===== src/rtl/id_ex_stage.sv =====
// ID/EX pipeline register with load-use hazard detection, downstream hold,
// flush, and a saturating count of inserted load-use bubbles.
module id_ex_stage #(
    parameter int unsigned DATA_W = 16,
    parameter int unsigned REG_AW = 4
) (
    input  logic              clk,
    input  logic              rst,
    input  logic              id_valid,
    input  logic [REG_AW-1:0] id_rs,
    input  logic [REG_AW-1:0] id_rt,
    input  logic [REG_AW-1:0] id_rd,
    input  logic              id_rt_used,
    input  logic [DATA_W-1:0] id_rs_data,
    input  logic [DATA_W-1:0] id_rt_data,
    input  logic [DATA_W-1:0] id_imm,
    input  logic [DATA_W-1:0] id_pc,
    input  logic [3:0]        id_alu_op,
    input  logic              id_regwrite,
    input  logic              id_memread,
    input  logic              id_memwrite,
    input  logic              id_memtoreg,
    input  logic              ex_stall,
    input  logic              flush,
    output logic              ex_valid,
    output logic [REG_AW-1:0] ex_rs,
    output logic [REG_AW-1:0] ex_rt,
    output logic [REG_AW-1:0] ex_rd,
    output logic [DATA_W-1:0] ex_rs_data,
    output logic [DATA_W-1:0] ex_rt_data,
    output logic [DATA_W-1:0] ex_imm,
    output logic [DATA_W-1:0] ex_pc,
    output logic [3:0]        ex_alu_op,
    output logic              ex_regwrite,
    output logic              ex_memread,
    output logic              ex_memwrite,
    output logic              ex_memtoreg,
    output logic              stall_id,
    output logic [15:0]       bubble_cnt
);

    logic load_use;

    always_comb begin
        load_use = ex_valid & ex_memread & (ex_rd != '0) & id_valid &
                   ((ex_rd == id_rs) | (id_rt_used & (ex_rd == id_rt)));
        stall_id = (load_use | ex_stall) & ~flush;
    end

    always_ff @(posedge clk) begin
        if (rst) begin
            ex_valid    <= 1'b0;
            ex_rs       <= '0;
            ex_rt       <= '0;
            ex_rd       <= '0;
            ex_rs_data  <= '0;
            ex_rt_data  <= '0;
            ex_imm      <= '0;
            ex_pc       <= '0;
            ex_alu_op   <= '0;
            ex_regwrite <= 1'b0;
            ex_memread  <= 1'b0;
            ex_memwrite <= 1'b0;
            ex_memtoreg <= 1'b0;
            bubble_cnt  <= '0;
        end else if (flush) begin
            ex_valid    <= 1'b0;
            ex_regwrite <= 1'b0;
            ex_memread  <= 1'b0;
            ex_memwrite <= 1'b0;
            ex_memtoreg <= 1'b0;
        end else if (ex_stall) begin
            // hold every EX field, including the bubble count
        end else if (load_use) begin
            ex_valid    <= 1'b0;
            ex_regwrite <= 1'b0;
            ex_memread  <= 1'b0;
            ex_memwrite <= 1'b0;
            ex_memtoreg <= 1'b0;
            if (bubble_cnt != '1)
                bubble_cnt <= bubble_cnt + 16'd1;
        end else begin
            ex_valid    <= id_valid;
            ex_rs       <= id_rs;
            ex_rt       <= id_rt;
            ex_rd       <= id_rd;
            ex_rs_data  <= id_rs_data;
            ex_rt_data  <= id_rt_data;
            ex_imm      <= id_imm;
            ex_pc       <= id_pc;
            ex_alu_op   <= id_alu_op;
            ex_regwrite <= id_regwrite & id_valid;
            ex_memread  <= id_memread  & id_valid;
            ex_memwrite <= id_memwrite & id_valid;
            ex_memtoreg <= id_memtoreg & id_valid;
        end
    end

endmodule


===== config.mk =====
export PLATFORM = sky130hd
export DESIGN_NAME = id_ex_stage
export DESIGN_NICKNAME = d
export VERILOG_FILES = /design/src/rtl/id_ex_stage.sv
export SDC_FILE = /design/constraint.sdc
export NUM_CORES = 1
export LEC_CHECK = 0
export ABC_AREA = 1
export BUFFER_PORTS_ARGS = -buffer_cell sky130_fd_sc_hd__buf_2
export CAP_MARGIN = 40
export CORE_MARGIN = 2
export CORE_UTILIZATION = 31
export CTS_BUF_LIST = sky130_fd_sc_hd__clkbuf_4 sky130_fd_sc_hd__clkbuf_8
export CTS_CLUSTER_SIZE = 14
export DETAILED_ROUTE_END_ITERATION = 6
export PLACE_DENSITY = 0.57
export SYNTH_ARGS = -nofsm -noshare
export SYNTH_HDL_FRONTEND = slang
export SYNTH_SLANG_ARGS = --single-unit

===== constraint.sdc =====
create_clock -name clk -period 1.9 [get_ports clk]
set_input_delay 0.38 -clock clk [delete_from_list [all_inputs] [get_ports clk]]
set_output_delay 0.38 -clock clk [all_outputs]
set_load 0.05 [all_outputs]

Yosys cells after proc, flatten, opt, wreduce, memory -nomap -nowiden
Index checks and enable logic that the tools add are counted.
{"block": "classes", "add_sub_neg": 1, "n_mul": 0, "div_mod_pow": 0, "magnitude_cmp": 0, "eq_ne": 3, "n_shift": 0, "muxes": 5, "n_bitwise": 15, "reduce_logical": 4}
{"op": "$add A16 B1 Y16 const B", "count": 1}
{"op": "$ne A16 B16 Y1 const B", "count": 1}
{"op": "$and A1 B1 Y1", "count": 10}
{"op": "$eq A4 B4 Y1", "count": 2}
{"op": "$mux W1", "count": 5}
{"op": "$reduce_and A4 Y1", "count": 1}
{"op": "$reduce_bool A4 Y1", "count": 1}
{"op": "$not A1 Y1", "count": 3}
{"op": "$reduce_and A3 Y1", "count": 1}
{"op": "$or A1 B1 Y1", "count": 2}
{"op": "$reduce_or A2 Y1", "count": 1}
{"block": "word_totals", "reg_bits": 101, "latch_bits": 0, "ram_bits": 0, "rom_bits": 0, "inputBits": 90, "out_inout_bits": 102, "elab_cells": 42, "n_memories": 0}

Longest topological paths before layout
{"block": "logic_depth", "ltp_word": 6, "ltp_mapped": 12, "depth_no_buf": 11}

Least setup slack after synthesis
Ideal clock, no wire load.
{"block": "synth_timing", "kind": "register to output", "from": "register ex_rd[1]", "to": "output port stall_id", "arrival_time_ns": 2.082, "t_required_ns": 1.520, "setup_slack_ns": -0.562, "path_stages_with_launch": 9, "path_buffers": 0, "cell_sequence": "dfxtp_1 > inv_2 > nand2_1 > nand2_1 > nor2_2 > nand3_2 > nand2_4 > nand2_8 > a21oi_1"}
{"block": "synth_via", "elab_chain_len": 6, "word_cells_on_any_way": 10, "cone_classes": "2 x eq/ne; 7 x bitwise; 1 x reduce/logical"}
{"item": "start, declared", "line_no": "28", "rtl": "output logic [REG_AW-1:0] ex_rd,"}
{"item": "start signal, assigned", "line_no": "86", "rtl": "ex_rd <= id_rd;"}
{"item": "$eq A4 B4 Y1 or $reduce_bool A4 Y1 (tied branches)", "line_no": "46, 45"}
{"item": "$and A1 B1 Y1 (on tied branches)", "line_no": "46, 45"}
{"item": "$or A1 B1 Y1 or $and A1 B1 Y1 (tied branches)", "line_no": "46, 45"}
{"item": "$and A1 B1 Y1 (*)", "line_no": "45", "rtl": "load_use = ex_valid & ex_memread & (ex_rd != '0) & id_valid &"}
{"item": "$or A1 B1 Y1 (*)", "line_no": "47", "rtl": "stall_id = (load_use | ex_stall) & ~flush;"}
{"item": "$and A1 B1 Y1 (*)", "line_no": "47"}
{"item": "end, declared", "line_no": "38", "rtl": "output logic stall_id,"}
Every way passes the cells marked *; elsewhere a longest branch is shown, timed or not.

Final worst setup path
{"block": "layout_timing", "from": "register ex_rd[2]", "to": "output port stall_id"}
The elaborated chain is that of the path after synthesis.

==> impl_metrics.ini <==
[critical_path]
r2r_end = ex_rt_data[2]
crit_arrival_ns = 1.58
critical_path_required_ns = 1.52
critPathLaunch = ex_rd[2]
reg2reg_slack_ns = 0.20
slowest_delay_ns = 0.40
timing.critical_path.mode_cell = nand2_1
cp-start-kind = flip-flop
crit_chain = inv_2 -> nand2_1 -> nand2_1 -> nor2_2 -> nand3_2 -> nand2_4 -> nand2_8 -> a21oi_4 -> buf_8
cp-end-kind = output pin
worstPathMaxFanout = 6
cp.buffers_inverters = 2
critPathTopFamily = simple AND/OR/NAND/NOR gates
ff2ff_path_depth = 12
rr_startpoint = ex_rd[2]
crit_type = reg2out
cp_slowest_cell = dfxtp_4

[synthesis]
syn-instance-count = 585
ys_warn_count = 0
yosysTopAreaCell = dfxtp_1
ys_seq_elements = 101
synth_area_per_cell_um2 = 7.68
synth_area_leaders = dfxtp_1 45%, nor2_2 12%, nor2_1 11%, o21ai_0 6.9%, nand2_1 5.8%
synth_cell_types = 28
synth_nets = 676
seq_area_frac_synth_pct = 45.0
synth_area_um2 = 4490
synth_top_area_share_pct = 45.0

[layout]
synthToLayoutAreaGrowth_pct = 31.3
fillerInstances = 1542
final_area_um2 = 5900
nets = 872
drive_above_1_share_pct = 42.9
final_util_pct = 41.1
stdcell_count = 970

[cts]
clkTransAtPathRegs_ns = 0.11
cts_root_buffer = clkbuf_8
htreeDepth = 3
clock-sinks = 101
ctsLongestPathBuffers = 2
numCtsBuffers = 9
clock_latency_ns = 0.38
holdBufCountCts = 0
cts_tree = done

[power_and_ir_drop]
combinationalPowerShare_pct = 21.2
clockPowerShare_pct = 30.4
p_switching_uw = 1580
power.internal_uw = 3190
swShare_pct = 33.1
max-vdd-ir-drop_uv = 404
p_leak_uw = 0.00283
power_frac_seq_pct = 48.4
powerDensity_nw_per_um2 = 808
power.total_uw = 4770

[sta]
whs_ns = 0.223
fin_crit_ns = 1.96
worst_slew_pin_slew_ns = 0.472
clock.fmax_ghz = 0.511
slew_headroom_pct = 68.6
rsz0062_at_grt = true
setup_viol = 1
hold_viol_final = 0
worst_slack_ns = -0.0552
fin_crit_sh_pct = 103
finClkSkew_ns = 0.0163
finalMaxSlewViolations = 0

[die]
die_x_um = 124
die_h_um = 124
pin_count = 192
fp-row-count = 44
die_area_um2 = 15500
initial_core_util_pct = 31.3
core_area_um2 = 14400

[routing]
ant_nets = 0
drtIter0Drc = 181
drc = 0
wire_per_inst_um = 12.2
firstDrtPassIters = 4
num_vias = 4256
wl_um = 11800
vias_per_cell = 4.39

[place]
placed_area_um2 = 5590
io_buffers = 191
dp.cells = 947
place_congestion = 0.783
hpwl_um = 8220

[run]
maxCapViolations = 0

[global_routing]
grt-ovfl-total = 0
grt_first_pass_wirelength_um = 19500
antenna_found_initial = 0
grt_pass1_vias = 3915
grtUsageTotal_pct = 15.3
grt_start_max_net_pins = 97

[run_status]
violations = setup timing
outcome = finished, violations left

[worst_hold_path]
hold_path_class = in2reg
worstHoldEndpoint = ex_pc[13]
hp-start = id_pc[13]
hold_path_depth = 3
==> metal layers <==
metal	track usage (%)	share of wire, %	wire length (um)
met1	19.1	45	5370
met5	0	0	0
met3	6.66	8.3	978
met4	3.77	1.4	160
met2	24.5	45	5320
==> worst max-delay path by stage <==
stage | endpoint | slack (ns) | depth (start not counted)
after floorplan | stall_id | 0.08 | 8
after global placement | stall_id | 0.02 | 10
after detailed placement | ex_imm[15] | 0.02 | 12
after CTS | stall_id | -0.13 | 9
after global routing | stall_id | -0.18 | 9
final | stall_id | -0.06 | 9
==> power groups by stage <==
| stage | Sequential (uW) | Clock [uW] | Combinational (uW) |
|---|---|---|---|
| global placement | 2360 | 0 | 998 |
| finish | 2310 | 1450 | 1010 |
| floorplan | 2750 | 0 | 352 |
| global route | 2320 | 1610 | 1100 |
| detailed placement | 2360 | 0 | 999 |
| CTS | 2310 | 1530 | 1020 |
==> metrics by stage <==
stage          setup slack (ns)  TNS (ns)
2_1_floorplan            0.0847         0
6_report                -0.0552   -0.0552
5_1_grt                  -0.181    -0.181
4_1_cts                  -0.130    -0.130
3_5_place_dp             0.0175         0
3_3_place_gp             0.0209         0
==> synth_stat cells <==
cell	instances
a21oi_1	8
a31oi_4	1
buf_2	2
buf_6	8
buf_8	8
clkbuf_1	10
dfxtp_1	101
ha_1	1
inv_1	30
inv_2	3
inv_8	1
nand2_1	69
nand2_2	1
nand2_4	1
nand2_8	2
nand3_1	9
nand3_2	1
nand3b_1	1
nand4_1	13
nor2_1	137
nor2_2	83
nor2_4	1
nor3_1	2
nor4_1	1
o21ai_0	62
o21ai_1	20
or2_2	2
xor2_1	7
==> worst reg2reg max path, delay by kind of cell (launching register included) <==
kind | cells | cell delay [ns]
buffers and inverters | 3 | 0.42
AO/OA/AOI/OAI | 1 | 0.15
AND/OR/NAND/NOR | 8 | 0.68
flip-flops | 1 | 0.40
==> area by class of cell <==
type | instances | area [um^2] | share of cell area [%]
clock buffer | 10 | 138 | 2.33
inverter | 34 | 149 | 2.52
sequential | 101 | 2040 | 34.6
clock inverter | 5 | 65.1 | 1.10
multi-input combinational | 422 | 2100 | 35.6
antenna | 1 | 2.50 | 0.0424
tap | 184 | 230 | 3.90
timing repair buffer | 213 | 1170 | 19.9
==> kinds of logic (layout without fill, tap and decap cells) <==
family | Yosys count | after routing | share of synthesized area, %
xor gates and xnor gates | 7 | 7 | 1.36
DFF | 101 | 101 | 45.0
buffers and inverters | 62 | 262 | 8.74
and+or+nand+nor | 323 | 323 | 34.1
AOI/OAI and AO/OA | 91 | 91 | 10.5
other | 0 | 1 | 0
adders and majority gates | 1 | 1 | 0.278
==> placed cells by master, fill, tap and decap left out, types with 3 or more instances in the layout <==
master,Yosys,layout
nor2_1,137,136
o21ai_0,62,62
dfxtp_1,101,93
nand2_1,69,67
nand2_2,1,3
xor2_1,7,7
dfxtp_2,0,4
dfxtp_4,0,4
inv_6,0,4
a21oi_1,8,7
buf_2,2,190
o21ai_1,20,20
buf_4,0,18
nand4_1,13,13
buf_12,0,3
nand3_1,9,9
nor2_2,83,83
clkbuf_8,0,10
inv_1,30,29
==> sequential cells by signal, summed over array words and instances (netlist names), 4 cells and up <==
signal	cells
ex_rt	4
ex_rs	4
bubble_cnt	16
ex_pc	16
ex_alu_op	4
ex_rt_data	16
ex_imm	16
ex_rs_data	16
ex_rd	4
==> timing repair <==
action,CTS,global route
endpoints found under the setup margin,1,81
cloned,0,0
pin swaps,5,7
buffers inserted,5,2
endpoints found under the hold margin,0,0
gates resized for setup,9,8
(Power assumes the default switching activity.)
